File: config.mk
export PLATFORM = sky130hd
export DESIGN_NAME = sync_fifo_param
export DESIGN_NICKNAME = d
export VERILOG_FILES = /design/src/rtl/sync_fifo_param.sv
export SDC_FILE = /design/constraint.sdc
export NUM_CORES = 1
export LEC_CHECK = 0
export ABC_CLOCK_PERIOD_IN_PS = 3200
export CAP_MARGIN = 20
export CELL_PAD_IN_SITES_DETAIL_PLACEMENT = 1
export CELL_PAD_IN_SITES_GLOBAL_PLACEMENT = 1
export CORE_ASPECT_RATIO = 1.4
export CORE_MARGIN = 2
export CORE_UTILIZATION = 30
export CTS_BUF_LIST = sky130_fd_sc_hd__clkbuf_16
export DETAILED_ROUTE_END_ITERATION = 7
export GPL_TIMING_DRIVEN = 1
export PLACE_DENSITY_LB_ADDON = 0.1
export SLEW_MARGIN = 20
export SYNTH_ARGS = -nofsm -noshare
export SYNTH_HDL_FRONTEND = slang
export SYNTH_SLANG_ARGS = --single-unit
File: constraint.sdc
create_clock -name clk -period 3.2 [get_ports clk]
set_input_delay 0.32 -clock clk [delete_from_list [all_inputs] [get_ports clk]]
set_output_delay 0.32 -clock clk [all_outputs]
set_load 0.005 [all_outputs]
File: src/rtl/sync_fifo_param.sv
// ---------------------------------------------------------------------------
// sync_fifo_param
//   Single-clock parameterised FIFO with occupancy flags and registered
//   handshake pulses (wr_ack / overflow / underflow).
//
//   Build option:
//     FIFO_FWFT_EN  defined   -> first-word-fall-through: data_out shows the
//                                head word whenever the FIFO is non-empty,
//                                and rd_en pops it (0-cycle read latency).
//                   undefined -> standard mode: data_out is a register loaded
//                                with the head word on an accepted read
//                                (1-cycle read latency) and held otherwise.
//
//   Ports:
//     clk          in   sole clock, rising edge
//     rst          in   synchronous active-high reset
//     data_in      in   [FIFO_WIDTH]  write data
//     wr_en        in   write request
//     rd_en        in   read request
//     data_out     out  [FIFO_WIDTH]  read data
//     wr_ack       out  previous-cycle write accepted (pulse)
//     overflow     out  previous-cycle write rejected (pulse)
//     underflow    out  previous-cycle read rejected (pulse)
//     full, empty, almostfull, almostempty   out  occupancy flags
//     count        out  [$clog2(FIFO_DEPTH)+1]  occupancy 0..FIFO_DEPTH
// ---------------------------------------------------------------------------
module sync_fifo_param #(
    parameter int FIFO_WIDTH      = 16,
    parameter int FIFO_DEPTH      = 8,
    parameter int ALMOST_FULL_TH  = FIFO_DEPTH - 1,
    parameter int ALMOST_EMPTY_TH = 1
) (
    input  logic                          clk,
    input  logic                          rst,
    input  logic [FIFO_WIDTH-1:0]         data_in,
    input  logic                          wr_en,
    input  logic                          rd_en,
    output logic [FIFO_WIDTH-1:0]         data_out,
    output logic                          wr_ack,
    output logic                          overflow,
    output logic                          underflow,
    output logic                          full,
    output logic                          empty,
    output logic                          almostfull,
    output logic                          almostempty,
    output logic [$clog2(FIFO_DEPTH):0]   count
);

    localparam int AW = $clog2(FIFO_DEPTH);
    localparam int CW = AW + 1;

    logic [FIFO_WIDTH-1:0] mem_q [FIFO_DEPTH];

    logic [AW-1:0] wr_ptr_q, wr_ptr_d;
    logic [AW-1:0] rd_ptr_q, rd_ptr_d;
    logic [CW-1:0] count_q, count_d;
    logic          wr_ack_q, wr_ack_d;
    logic          overflow_q, overflow_d;
    logic          underflow_q, underflow_d;
    logic          rd_acc, wr_acc;

    assign full        = (count_q == CW'(FIFO_DEPTH));
    assign empty       = (count_q == '0);
    assign almostfull  = (count_q >= CW'(ALMOST_FULL_TH)) && !full;
    assign almostempty = (count_q <= CW'(ALMOST_EMPTY_TH)) && !empty;

    // A full FIFO still takes a write when a read frees the slot in the
    // same cycle; an empty FIFO never honours a read, even alongside a write.
    assign rd_acc = rd_en && !empty;
    assign wr_acc = wr_en && (!full || rd_acc);

    always_comb begin
        wr_ptr_d    = wr_ptr_q;
        rd_ptr_d    = rd_ptr_q;
        count_d     = count_q;
        wr_ack_d    = 1'b0;
        overflow_d  = 1'b0;
        underflow_d = 1'b0;
        if (rst) begin
            wr_ptr_d = '0;
            rd_ptr_d = '0;
            count_d  = '0;
        end else begin
            wr_ack_d    = wr_acc;
            overflow_d  = wr_en && !wr_acc;
            underflow_d = rd_en && !rd_acc;
            if (wr_acc) wr_ptr_d = wr_ptr_q + 1'b1;
            if (rd_acc) rd_ptr_d = rd_ptr_q + 1'b1;
            case ({wr_acc, rd_acc})
                2'b10:   count_d = count_q + 1'b1;
                2'b01:   count_d = count_q - 1'b1;
                default: count_d = count_q;
            endcase
        end
    end

    always_ff @(posedge clk) begin
        wr_ptr_q    <= wr_ptr_d;
        rd_ptr_q    <= rd_ptr_d;
        count_q     <= count_d;
        wr_ack_q    <= wr_ack_d;
        overflow_q  <= overflow_d;
        underflow_q <= underflow_d;
    end

    // Storage is not reset; a reset only needs to block the write.
    always_ff @(posedge clk) begin
        if (!rst && wr_acc) mem_q[wr_ptr_q] <= data_in;
    end

`ifdef FIFO_FWFT_EN
    assign data_out = empty ? '0 : mem_q[rd_ptr_q];
`else
    logic [FIFO_WIDTH-1:0] data_out_q, data_out_d;

    always_comb begin
        data_out_d = data_out_q;
        if (rst)         data_out_d = '0;
        else if (rd_acc) data_out_d = mem_q[rd_ptr_q];
    end

    always_ff @(posedge clk) begin
        data_out_q <= data_out_d;
    end

    assign data_out = data_out_q;
`endif

    assign wr_ack    = wr_ack_q;
    assign overflow  = overflow_q;
    assign underflow = underflow_q;
    assign count     = count_q;

endmodule

==> metrics.yaml, run 1 <==
setup_path:
  path_max_fanout: 6
  path_buf_inv: 3
  cpPeakStageDelay_ps: 520
  path_cells: "inv_1 -> ha_1 -> or3b_1 -> inv_4 -> clkdlybuf4s50_1"
  cp-end-kind: "primary output"
  critical-path-slowest-cell: "or3b_1"
  reg2reg_depth: 10
  worstPathArrival_ps: 2280
  cp.depth: 5
  worst_path_dominant_cell_family: "buffers and inverters"
  start_kind: "flop"
  path_class: "reg2out"
  cp.required_ps: 2880
yosys:
  yosys.area_share.simple_pct: 5.17
  synth-xor-area-share_pct: 1.00
  syn_area_um2: 6120
  synth_edf_count: 128
  synth_cells: 379
  synth_flop_cell: "edfxtp_1"
  syn_nets: 405
  synthDistinctLibCells: 38
  synth-async-reset-ratio_pct: 0
  synth_compound_area_share_pct: 9.36
  synthMuxAreaShare_pct: 8.18
  synth_top_family_by_area: "compound AO/OA/AOI/OAI gates"
  ys.warnings.count: 0
  yosysSeqAreaShare_pct: 72.3
  synth_seq_cells: 157
  avgSynthCellArea_um2: 16.1
  synthAdderAreaFrac_pct: 1.23
clocking:
  clk_latency_ps: 420
  root_buffer: "clkbuf_16"
  cts.sinks: 157
  cts_max_path_buffers: 2
  h-tree-depth: 4
  cts_hold_buffers: 0
  clk_pin_slew_ps: 60
  cts_resized: 0
  cts_setup_buffers: 0
  cts_buffers: 17
  cts_tree: "done"
timing:
  max_freq_ghz: 0.384
  slew_headroom_pct: 38.2
  fin_skew_ps: 8.34
  setup_ws_ps: 599
  setup_tns_ps: 0
  finalCritPeriodShare_pct: 81.3
  fin_hold_ws_ps: 462
  rsz0062_at_grt: "false"
  finalSetupViolCount: 0
  period_needed_ps: 2600
  final-hold-violation-count: 0
  slew_violations: 0
  worst_pin_slew_ps: 927
placement:
  dp_slack_ps: 594
  dpl_cell_area_um2: 6930
  place_hpwl_um: 8670
  io_buffers: 46
  gp_congestion: 0.689
final_layout:
  nets: 466
  n_antenna_cell: 0
  fillers: 1992
  area_delta_synth_final_pct: 23.5
  layout_commonest_cell: "edfxtp_1"
  layout-drive-gt1-share_pct: 12.6
  stdcell_area_um2: 7560
  final_cell_mix: "edfxtp_1 (128), mux2i_1 (50), clkdlybuf4s50_1 (46)"
detailed_routing:
  ant_nets: 0
  routed_wl_um: 14500
  initialDrtViolationCount: 184
  post-route-drc-count: 0
  viasPerCell: 4.93
  wire_per_inst_um: 20.6
  drt_first_pass_iters: 4
  vias: 3474
power:
  p_per_area_nw_per_um2: 770
  ir_drop_mv: 0.403
  leakage_nw: 2.46
run:
  drv_cap: 0
floorplanning:
  die-width_um: 125
  rows: 61
  initial_core_util_pct: 30.7
  ios: 47
  die_area_um2: 21600
  core_um2: 19900
  die_h_um: 173
status:
  outcome: "finished clean"
min_path:
  hp-class: "reg2reg"
  hold_depth: 1
grt:
  grt_max_degree: 49
  grt_usage_pct: 13.9
  overflow: 0
  antenna_found_initial: 0
  grt_pass1_vias: 3692
  grt_pass1_wl_um: 22300
## cells by family after synthesis
group / Yosys count
xor gates and xnor gates: 7
and+or+nand+nor: 55
buffers and inverters: 29
adders and majority gates: 6
DFF: 157
AOI/OAI and AO/OA: 75
muxes: 50
## synthesized netlist by cell type (3+ instances only)
| cell type | n | area (µm²) |
|---|---|---|
| mux2i_1 | 50 | 500 |
| nand2_1 | 4 | 15.0 |
| clkbuf_1 | 5 | 18.8 |
| xor2_1 | 6 | 52.6 |
| ha_1 | 6 | 75.1 |
| a211oi_1 | 17 | 128 |
| nand2b_1 | 5 | 31.3 |
| inv_1 | 5 | 18.8 |
| buf_2 | 10 | 50.1 |
| nor2b_1 | 17 | 106 |
| a32o_1 | 16 | 160 |
| dfxtp_1 | 29 | 581 |
| edfxtp_1 | 128 | 3840 |
| a21oi_1 | 7 | 35.0 |
| nor2_1 | 15 | 56.3 |
| a22oi_1 | 15 | 113 |
| buf_6 | 5 | 56.3 |
| nor3_1 | 3 | 15.0 |
| a31oi_1 | 15 | 93.8 |
## layer usage
| layer | up-vias | routed length [µm] | global-route usage, % |
|---|---|---|---|
| met4 | 0 | 238 | 5.34 |
| li1 | 1609 | - | - |
| met1 | 1793 | 6140 | 16.2 |
| met3 | 15 | 484 | 3.43 |
| met5 | - | 0 | 0 |
| met2 | 57 | 7690 | 24.6 |
## power breakdown
part / internal [mW] / total, mW / switching (mW)
Sequential: 2.34 / 2.55 / 0.208
Clock: 1.37 / 2.16 / 0.786
Combinational: 0.584 / 1.11 / 0.530
## final timing paths
check / start / to / slack (ps)
max: count[1]$_SDFFE_PP0P_ / empty / 600
min: data_out[10]$_SDFFE_PP0P_ / data_out[10]$_SDFFE_PP0P_ / 460
max reg2reg: count[0]$_SDFFE_PP0P_ / count[3]$_SDFFE_PP0P_ / 620
min reg2reg: data_out[10]$_SDFFE_PP0P_ / data_out[10]$_SDFFE_PP0P_ / 460
## metrics by stage
| step | instances | utilization (%) | power (mW) |
|---|---|---|---|
| floorplan | 379 | - | 3.27 |
| global placement | 673 | 34.8 | 3.71 |
| detailed placement | 673 | 34.8 | 3.73 |
| CTS | 705 | 37.9 | 5.91 |
| global route | 705 | 37.9 | 6.09 |
| finish | 705 | 37.9 | 5.81 |
## flip-flops by register name (all words and copies together), names as in the netlist
register	flops
count	4
data_out	16
mem_q	128
overflow	1
rd_ptr_q	3
underflow	1
wr_ack	1
wr_ptr_q	3
## layout make-up
| type | count | area, µm² | share of cell area [%] |
|---|---|---|---|
| Sequential cell | 157 | 4430 | 58.6 |
| Timing Repair Buffer | 65 | 616 | 8.15 |
| Clock inverter | 15 | 205 | 2.72 |
| Tap cell | 252 | 315 | 4.17 |
| Inverter | 6 | 25.0 | 0.331 |
| Multi-Input combinational cell | 193 | 1540 | 20.4 |
| Clock buffer | 17 | 425 | 5.63 |
## worst register-to-register path, delay by kind of cell (launching register included)
kind	cells	cell delay (ps)
AOI/OAI and AO/OA	1	190
xor gates and xnor gates	1	130
adders and majority gates	2	520
buffers and inverters	2	170
DFF	1	450
and+or+nand+nor	4	1040
Note: power is estimated with default switching activity, not from simulation.
==> run 2, diff against run 1 <==
ABC_CLOCK_PERIOD_IN_PS = 2650   (was 3200)
clock period = 2.65 ns   (was 3.2 ns; I/O delays follow)
==> metrics.yaml, run 2 (same netlist as run 1, synthesis figures left out) <==
detailed_routing:
  ant_nets: 0  # unchanged
  routed_wl_um: 15200  # was 14500 µm
  post-route-drc-count: 0  # unchanged
  drt_first_pass_iters: 4  # unchanged
  initialDrtViolationCount: 226  # was 184
  wire_per_inst_um: 21.3  # was 20.6 µm
  viasPerCell: 4.94  # was 4.93
  vias: 3542  # was 3474
final_layout:
  layout-drive-gt1-share_pct: 14.6  # was 12.6%
  utilization_pct: 38.0  # was 37.9%
  area_delta_synth_final_pct: 23.7  # was 23.5%
  final_cell_mix: "edfxtp_1 (128), mux2i_1 (50), clkdlybuf4s50_1 (46)"  # unchanged
  largest_register_ffs: 128  # unchanged
  largest-register: "mem_q"  # unchanged
  layout_commonest_cell: "edfxtp_1"  # unchanged
  nets: 478  # was 466
  fin_cells: 717  # was 705
  n_antenna_cell: 0  # unchanged
  stdcell_area_um2: 7570  # was 7560 µm²
power:
  ir_drop_mv: 0.460  # was 0.403 mV
  p_per_area_nw_per_um2: 902  # was 770 nW/µm²
  leakage_nw: 2.48  # was 2.46 nW
setup_path:
  path_class: "reg2out"  # unchanged
  cp.required_ps: 2380  # was 2880 ps
  start_kind: "flop"  # unchanged
  path_cells: "inv_1 -> ha_4 -> or3b_1 -> buf_4 -> inv_4 -> clkdlybuf4s50_1"  # was inv_1 -> ha_1 -> or3b_1 -> inv_4 -> clkdlybuf4s50_1
  cp-end-kind: "primary output"  # unchanged
  cpPeakStageDelay_ps: 530  # was 520 ps
  critical-path-slowest-cell: "clkdlybuf4s50_1"  # was or3b_1
  worstPathArrival_ps: 2250  # was 2280 ps
  path_max_fanout: 7  # was 6
status:
  outcome: "finished clean"  # unchanged
run:
  drv_cap: 0  # unchanged
clocking:
  cts_max_path_buffers: 2  # unchanged
  clk_latency_ps: 430  # was 420 ps
  h-tree-depth: 4  # unchanged
  cts_tree: "done"  # unchanged
  cts_buffers: 17  # unchanged
  cts.sinks: 157  # unchanged
  root_buffer: "clkbuf_16"  # unchanged
  cts_setup_buffers: 0  # unchanged
  clk_pin_slew_ps: 60  # about the same
floorplanning:
  die_area_um2: 21600  # unchanged
  ios: 47  # unchanged
  die_h_um: 173  # unchanged
  core_um2: 19900  # unchanged
  initial_core_util_pct: 30.7  # unchanged
  die-width_um: 125  # unchanged
  rows: 61  # unchanged
placement:
  place_hpwl_um: 9430  # was 8670 µm
  gp_congestion: 0.698  # was 0.689
  io_buffers: 46  # unchanged
  dpl_cell_area_um2: 7000  # was 6930 µm²
  post-place-cells: 685  # was 673
grt:
  grt_pass1_wl_um: 23100  # was 22300 µm
  overflow: 0  # unchanged
  grt_max_degree: 41  # was 49
  antenna_found_initial: 0  # unchanged
  grt_usage_pct: 14.6  # was 13.9%
  grt_pass1_vias: 3775  # was 3692
timing:
  slew_violations: 0  # unchanged
  finalCritPeriodShare_pct: 94.9
  slew_headroom_pct: 29.9  # was 38.2%
  worst_pin_slew_ps: 1050  # was 927 ps
  setup_tns_ps: 0  # unchanged
  fin_skew_ps: 7.83  # was 8.34 ps
  max_freq_ghz: 0.398
  period_needed_ps: 2510
  final-hold-violation-count: 0  # unchanged
  rsz0062_at_grt: "false"  # unchanged
  finalSetupViolCount: 0  # unchanged
min_path:
  hp-class: "reg2reg"  # unchanged
## run 2: changes by cell type in the layout (fill, tap and decap cells not counted), sizes merged
cell      previous run  this run
clkinv               5         8
inv                  9         8
bufinv               5         2
buf                 19        31
clkinvlp             2         3
## run 2: worst paths after layout
kind / startpoint / to / slack, ps / cells after the start
worst min register to register: data_out[3]$_SDFFE_PP0P_ / data_out[3]$_SDFFE_PP0P_ / 470 / 1
worst max-delay path: count[0]$_SDFFE_PP0P_ / empty / 140 / 6
worst max register to register: count[0]$_SDFFE_PP0P_ / data_out[7]$_SDFFE_PP0P_ / 260 / 7
worst min-delay path: data_out[3]$_SDFFE_PP0P_ / data_out[3]$_SDFFE_PP0P_ / 470 / 1
## run 2: timing repair
item	CTS	global route
gates resized for setup	0	2
endpoints found under the setup margin	0	1
hold buffers	0	0
## run 2: area by class of cell
cell class / instances / area, µm²
clock inverters: 15 / 133
well taps: 252 / 315
fillers: 2032 / 12400
inverters: 6 / 25.0
multi-input cells: 193 / 1550
flip-flops and latches: 157 / 4430
clock buffers: 17 / 425
repair buffers: 77 / 693
## run 2: report_power, final
| group | switching, mW | internal (mW) |
|---|---|---|
| combinational | 0.697 | 0.757 |
| sequential | 0.240 | 2.82 |
| clock | 0.949 | 1.36 |
## run 2: metrics by stage
stage	hold slack [ps]	setup slack [ps]	total power, mW
after floorplan	343	379	3.95
after global placement	460	351	4.56
after detailed placement	460	260	4.58
after CTS	475	59.1	6.91
after global routing	499	16.4	7.14
final	469	136	6.83
## run 2: metal layers
metal  wire [µm]  global-route usage (%)  vias to the layer above
met3         447                    3.68                       25
li1            -                       -                     1630
met5           0                       0                        -
met1        6490                    17.1                     1827
met2        7980                    25.5                       60
met4         324                    5.99                        0
## run 2: worst max-delay path: cells and delay by family (launching register included)
family,cells,cell delay (ps)
adder cells (fa/ha/maj),1,160
AND/OR/NAND/NOR,1,370
flip-flops,1,390
buffers and inverters,4,900
==> run 3, diff against run 2 <==
ABC_AREA = 1   (was unset)
CORE_MARGIN = 1   (was 2)
==> metrics.yaml, run 3 <==
final_layout:
  area_delta_synth_final_pct: 20.0  # was 23.7%
  largest_register_ffs: 128  # unchanged
  largest-register: "mem_q"  # unchanged
  fin_cells: 1022  # was 717
  n_antenna_cell: 0  # unchanged
  final_cell_mix: "nand2_1 (185), edfxtp_1 (128), inv_1 (112)"  # was edfxtp_1 (128), mux2i_1 (50), clkdlybuf4s50_1 (46)
  layout-drive-gt1-share_pct: 11.3  # was 14.6%
  layout_commonest_cell: "nand2_1"  # was edfxtp_1
  fillers: 2480  # was 2032
  nets: 738  # was 478
  stdcell_area_um2: 8120  # was 7570 µm²
grt:
  grt_max_degree: 67  # was 41
  overflow: 0  # unchanged
  grt_pass1_wl_um: 27900  # was 23100 µm
  antenna_found_initial: 0  # unchanged
  grt_pass1_vias: 4911  # was 3775
  grt_usage_pct: 16.6  # was 14.6%
yosys:
  syn_area_um2: 6770  # was 6120 µm²
  yosysTopAreaCell: "edfxtp_1"  # unchanged
  avgSynthCellArea_um2: 10.3  # was 16.1 µm²
  syn_nets: 684  # was 405
  synth-xor-area-share_pct: 0.129  # was 1.00%
  synth-async-reset-ratio_pct: 0  # unchanged
  yosys.area_share.simple_pct: 21.2  # was 5.17%
  synth_top_family_by_area: "simple AND/OR/NAND/NOR gates"  # was compound AO/OA/AOI/OAI gates
  synthMuxAreaShare_pct: 0  # was 8.18%
  synthAdderAreaFrac_pct: 1.11  # was 1.23%
  synth_top_cell_area_share_pct: 56.8  # was 62.8%
  synth_flop_cell: "edfxtp_1"  # unchanged
  synth_edf_count: 128  # unchanged
  synth_most_common_cell: "nand2_1"  # was edfxtp_1
  ys_top_cells_by_count: "nand2_1 (185), edfxtp_1 (128), inv_1 (111), nand3_1 (90), dfxtp_1 (29)"  # was edfxtp_1 (128), mux2i_1 (50), dfxtp_1 (29), a211oi_1 (17), nor2b_1 (17)
  synth_compound_area_share_pct: 2.94  # was 9.36%
  ys.warnings.count: 0  # unchanged
  yosys-top-cells-area: "edfxtp_1 (57%), nand2_1 (10%), dfxtp_1 (8.6%)"  # was edfxtp_1 (63%), dfxtp_1 (9.5%), mux2i_1 (8.2%)
  synthDistinctLibCells: 30  # was 38
  yosysSeqAreaShare_pct: 65.4  # was 72.3%
  synth_cells: 658  # was 379
  synth_seq_cells: 157  # unchanged
setup_path:
  cp-end-kind: "primary output"  # unchanged
  cp-endpoint: "almostfull"  # was empty
  path_max_fanout: 5  # was 7
  timing.rr.end: "count[3]$_SDFFE_PP0P_"  # was data_out[7]$_SDFFE_PP0P_
  cp.required_ps: 2380  # about the same
  worstReg2RegStart: "count[0]$_SDFFE_PP0P_"  # unchanged
  start_kind: "flop"  # unchanged
  reg2reg_depth: 12  # was 7
  r2r_slack_ps: 420  # was 260 ps
  worstSetupStartpoint: "count[0]$_SDFFE_PP0P_"  # unchanged
  path_class: "reg2out"  # unchanged
  critical-path-slowest-cell: "clkdlybuf4s50_1"  # unchanged
  path_common_cell: "inv_1"
  worstPathArrival_ps: 1990  # was 2250 ps
  path_cells: "inv_1 -> ha_1 -> nand3_4 -> o21ai_0 -> inv_1 -> clkdlybuf4s50_1"  # was inv_1 -> ha_4 -> or3b_1 -> buf_4 -> inv_4 -> clkdlybuf4s50_1
  cpPeakStageDelay_ps: 490  # was 530 ps
run:
  drv_cap: 0  # unchanged
power:
  ir_drop_mv: 0.490  # was 0.460 mV
  p_per_area_nw_per_um2: 856  # was 902 nW/µm²
  intPower_mw: 4.79  # was 4.94 mW
  p_comb_share_pct: 24.9  # was 21.3%
  sw_frac_of_total_pct: 31.1  # was 27.6%
  p_seq_share_pct: 41.7  # was 44.8%
  leakage_nw: 3.31  # was 2.48 nW
  clkPwrFrac_pct: 33.4  # was 33.9%
  p_sw_mw: 2.16  # was 1.89 mW
placement:
  post-place-cells: 990  # was 685
  gp_congestion: 0.747  # was 0.698
  io_buffers: 46  # unchanged
  place_hpwl_um: 11600  # was 9430 µm
  dpl_cell_area_um2: 7570  # was 7000 µm²
detailed_routing:
  vias: 4621  # was 3542
  wire_per_inst_um: 17.3  # was 21.3 µm
  viasPerCell: 4.52  # was 4.94
  post-route-drc-count: 0  # unchanged
  routed_wl_um: 17600  # was 15200 µm
  ant_nets: 0  # unchanged
  drt_first_pass_iters: 5  # was 4
  initialDrtViolationCount: 162  # was 226
timing:
  finalCritPeriodShare_pct: 85.1  # was 94.9%
  finalSetupViolCount: 0  # unchanged
  period_needed_ps: 2260  # was 2510 ps
  max_freq_ghz: 0.443  # was 0.398 GHz
  fin_skew_ps: 7.84  # was 7.83 ps
  slew_headroom_pct: 49.2  # was 29.9%
  final-hold-violation-count: 0  # unchanged
  worst_pin_slew_ps: 762  # was 1050 ps
  slew_violations: 0  # unchanged
  setup_tns_ps: 0  # unchanged
  rsz0062_at_grt: "false"  # unchanged
clocking:
  clk_latency_ps: 430  # about the same
  clk_pin_slew_ps: 60  # about the same
  cts_resized: 0  # unchanged
  cts_buffers: 17  # unchanged
  cts.sinks: 157  # unchanged
  cts_tree: "done"  # unchanged
  h-tree-depth: 4  # unchanged
  root_buffer: "clkbuf_16"  # unchanged
  cts_hold_buffers: 0  # unchanged
  cts_setup_buffers: 0  # unchanged
  cts_max_path_buffers: 2  # unchanged
status:
  outcome: "finished clean"  # unchanged
min_path:
  hp-class: "reg2reg"  # unchanged
floorplanning:
  initial_core_util_pct: 30.7  # about the same
  rows: 64  # was 61
  ios: 47  # unchanged
  die-width_um: 129  # was 125 µm
  core_um2: 22000  # was 19900 µm²
  die_area_um2: 23200  # was 21600 µm²
  die_h_um: 180  # was 173 µm
-- run 3: routing by layer --
layer	share of wire, %	wire length, µm	track usage [%]
met5	0	0	0
met4	1.3	233	5.51
met3	2.4	431	3.15
met2	49	8720	27.7
met1	47	8250	21.4
-- run 3: final cells by class --
class                           count  area, µm²  share of cell area, %
Sequential cell                   157       4430                   54.5
Multi-Input combinational cell    354       1720                   21.2
Timing Repair Buffer               64        596                   7.33
Inverter                          118        453                   5.58
Clock buffer                       17        425                   5.24
Tap cell                          297        372                   4.57
Clock inverter                     15        131                   1.62
-- run 3: power groups by stage --
| stage | Sequential (mW) | Combinational (mW) | Clock (mW) |
|---|---|---|---|
| final | 2.90 | 1.73 | 2.32 |
| after global routing | 2.92 | 1.94 | 2.48 |
| after CTS | 2.90 | 1.78 | 2.38 |
| after detailed placement | 2.95 | 1.78 | 0 |
| after global placement | 2.94 | 1.74 | 0 |
| after floorplan | 2.94 | 1.13 | 0 |
-- run 3: critical path, delay by kind of cell, from the launching register on --
| kind | cells | cell delay (ps) |
|---|---|---|
| AOI/OAI and AO/OA | 1 | 80 |
| adders and majority gates | 1 | 290 |
| DFF | 1 | 410 |
| buffers and inverters | 3 | 650 |
| and+or+nand+nor | 1 | 130 |
-- run 3: worst min-delay path by stage --
stage                                      endpoint  depth (start not counted)                      start
after global routing       data_out[9]$_SDFFE_PP0P_                          2   data_out[9]$_SDFFE_PP0P_
after detailed placement   data_out[9]$_SDFFE_PP0P_                          2   data_out[9]$_SDFFE_PP0P_
after CTS                       overflow$_SDFF_PP0_                          3                      wr_en
final                      data_out[9]$_SDFFE_PP0P_                          2   data_out[9]$_SDFFE_PP0P_
after global placement    data_out[15]$_SDFFE_PP0P_                          2  data_out[15]$_SDFFE_PP0P_
after floorplan                 overflow$_SDFF_PP0_                          1                      rd_en
-- run 3: kinds of logic after synthesis --
group | count (synthesis)
xor gates and xnor gates | 1
DFF | 157
AOI/OAI and AO/OA | 33
and+or+nand+nor | 314
adders and majority gates | 6
buffers and inverters | 147
-- run 3: stage by stage --
| step | setup slack, ps | power (mW) | hold WS [ps] | util, % |
|---|---|---|---|---|
| after floorplan | 304 | 4.07 | 342 | - |
| after global placement | 513 | 4.68 | 457 | 34.3 |
| after detailed placement | 397 | 4.73 | 460 | 34.4 |
| after CTS | 366 | 7.06 | 460 | 36.9 |
| after global routing | 145 | 7.33 | 499 | 36.9 |
| final | 394 | 6.95 | 467 | 36.9 |
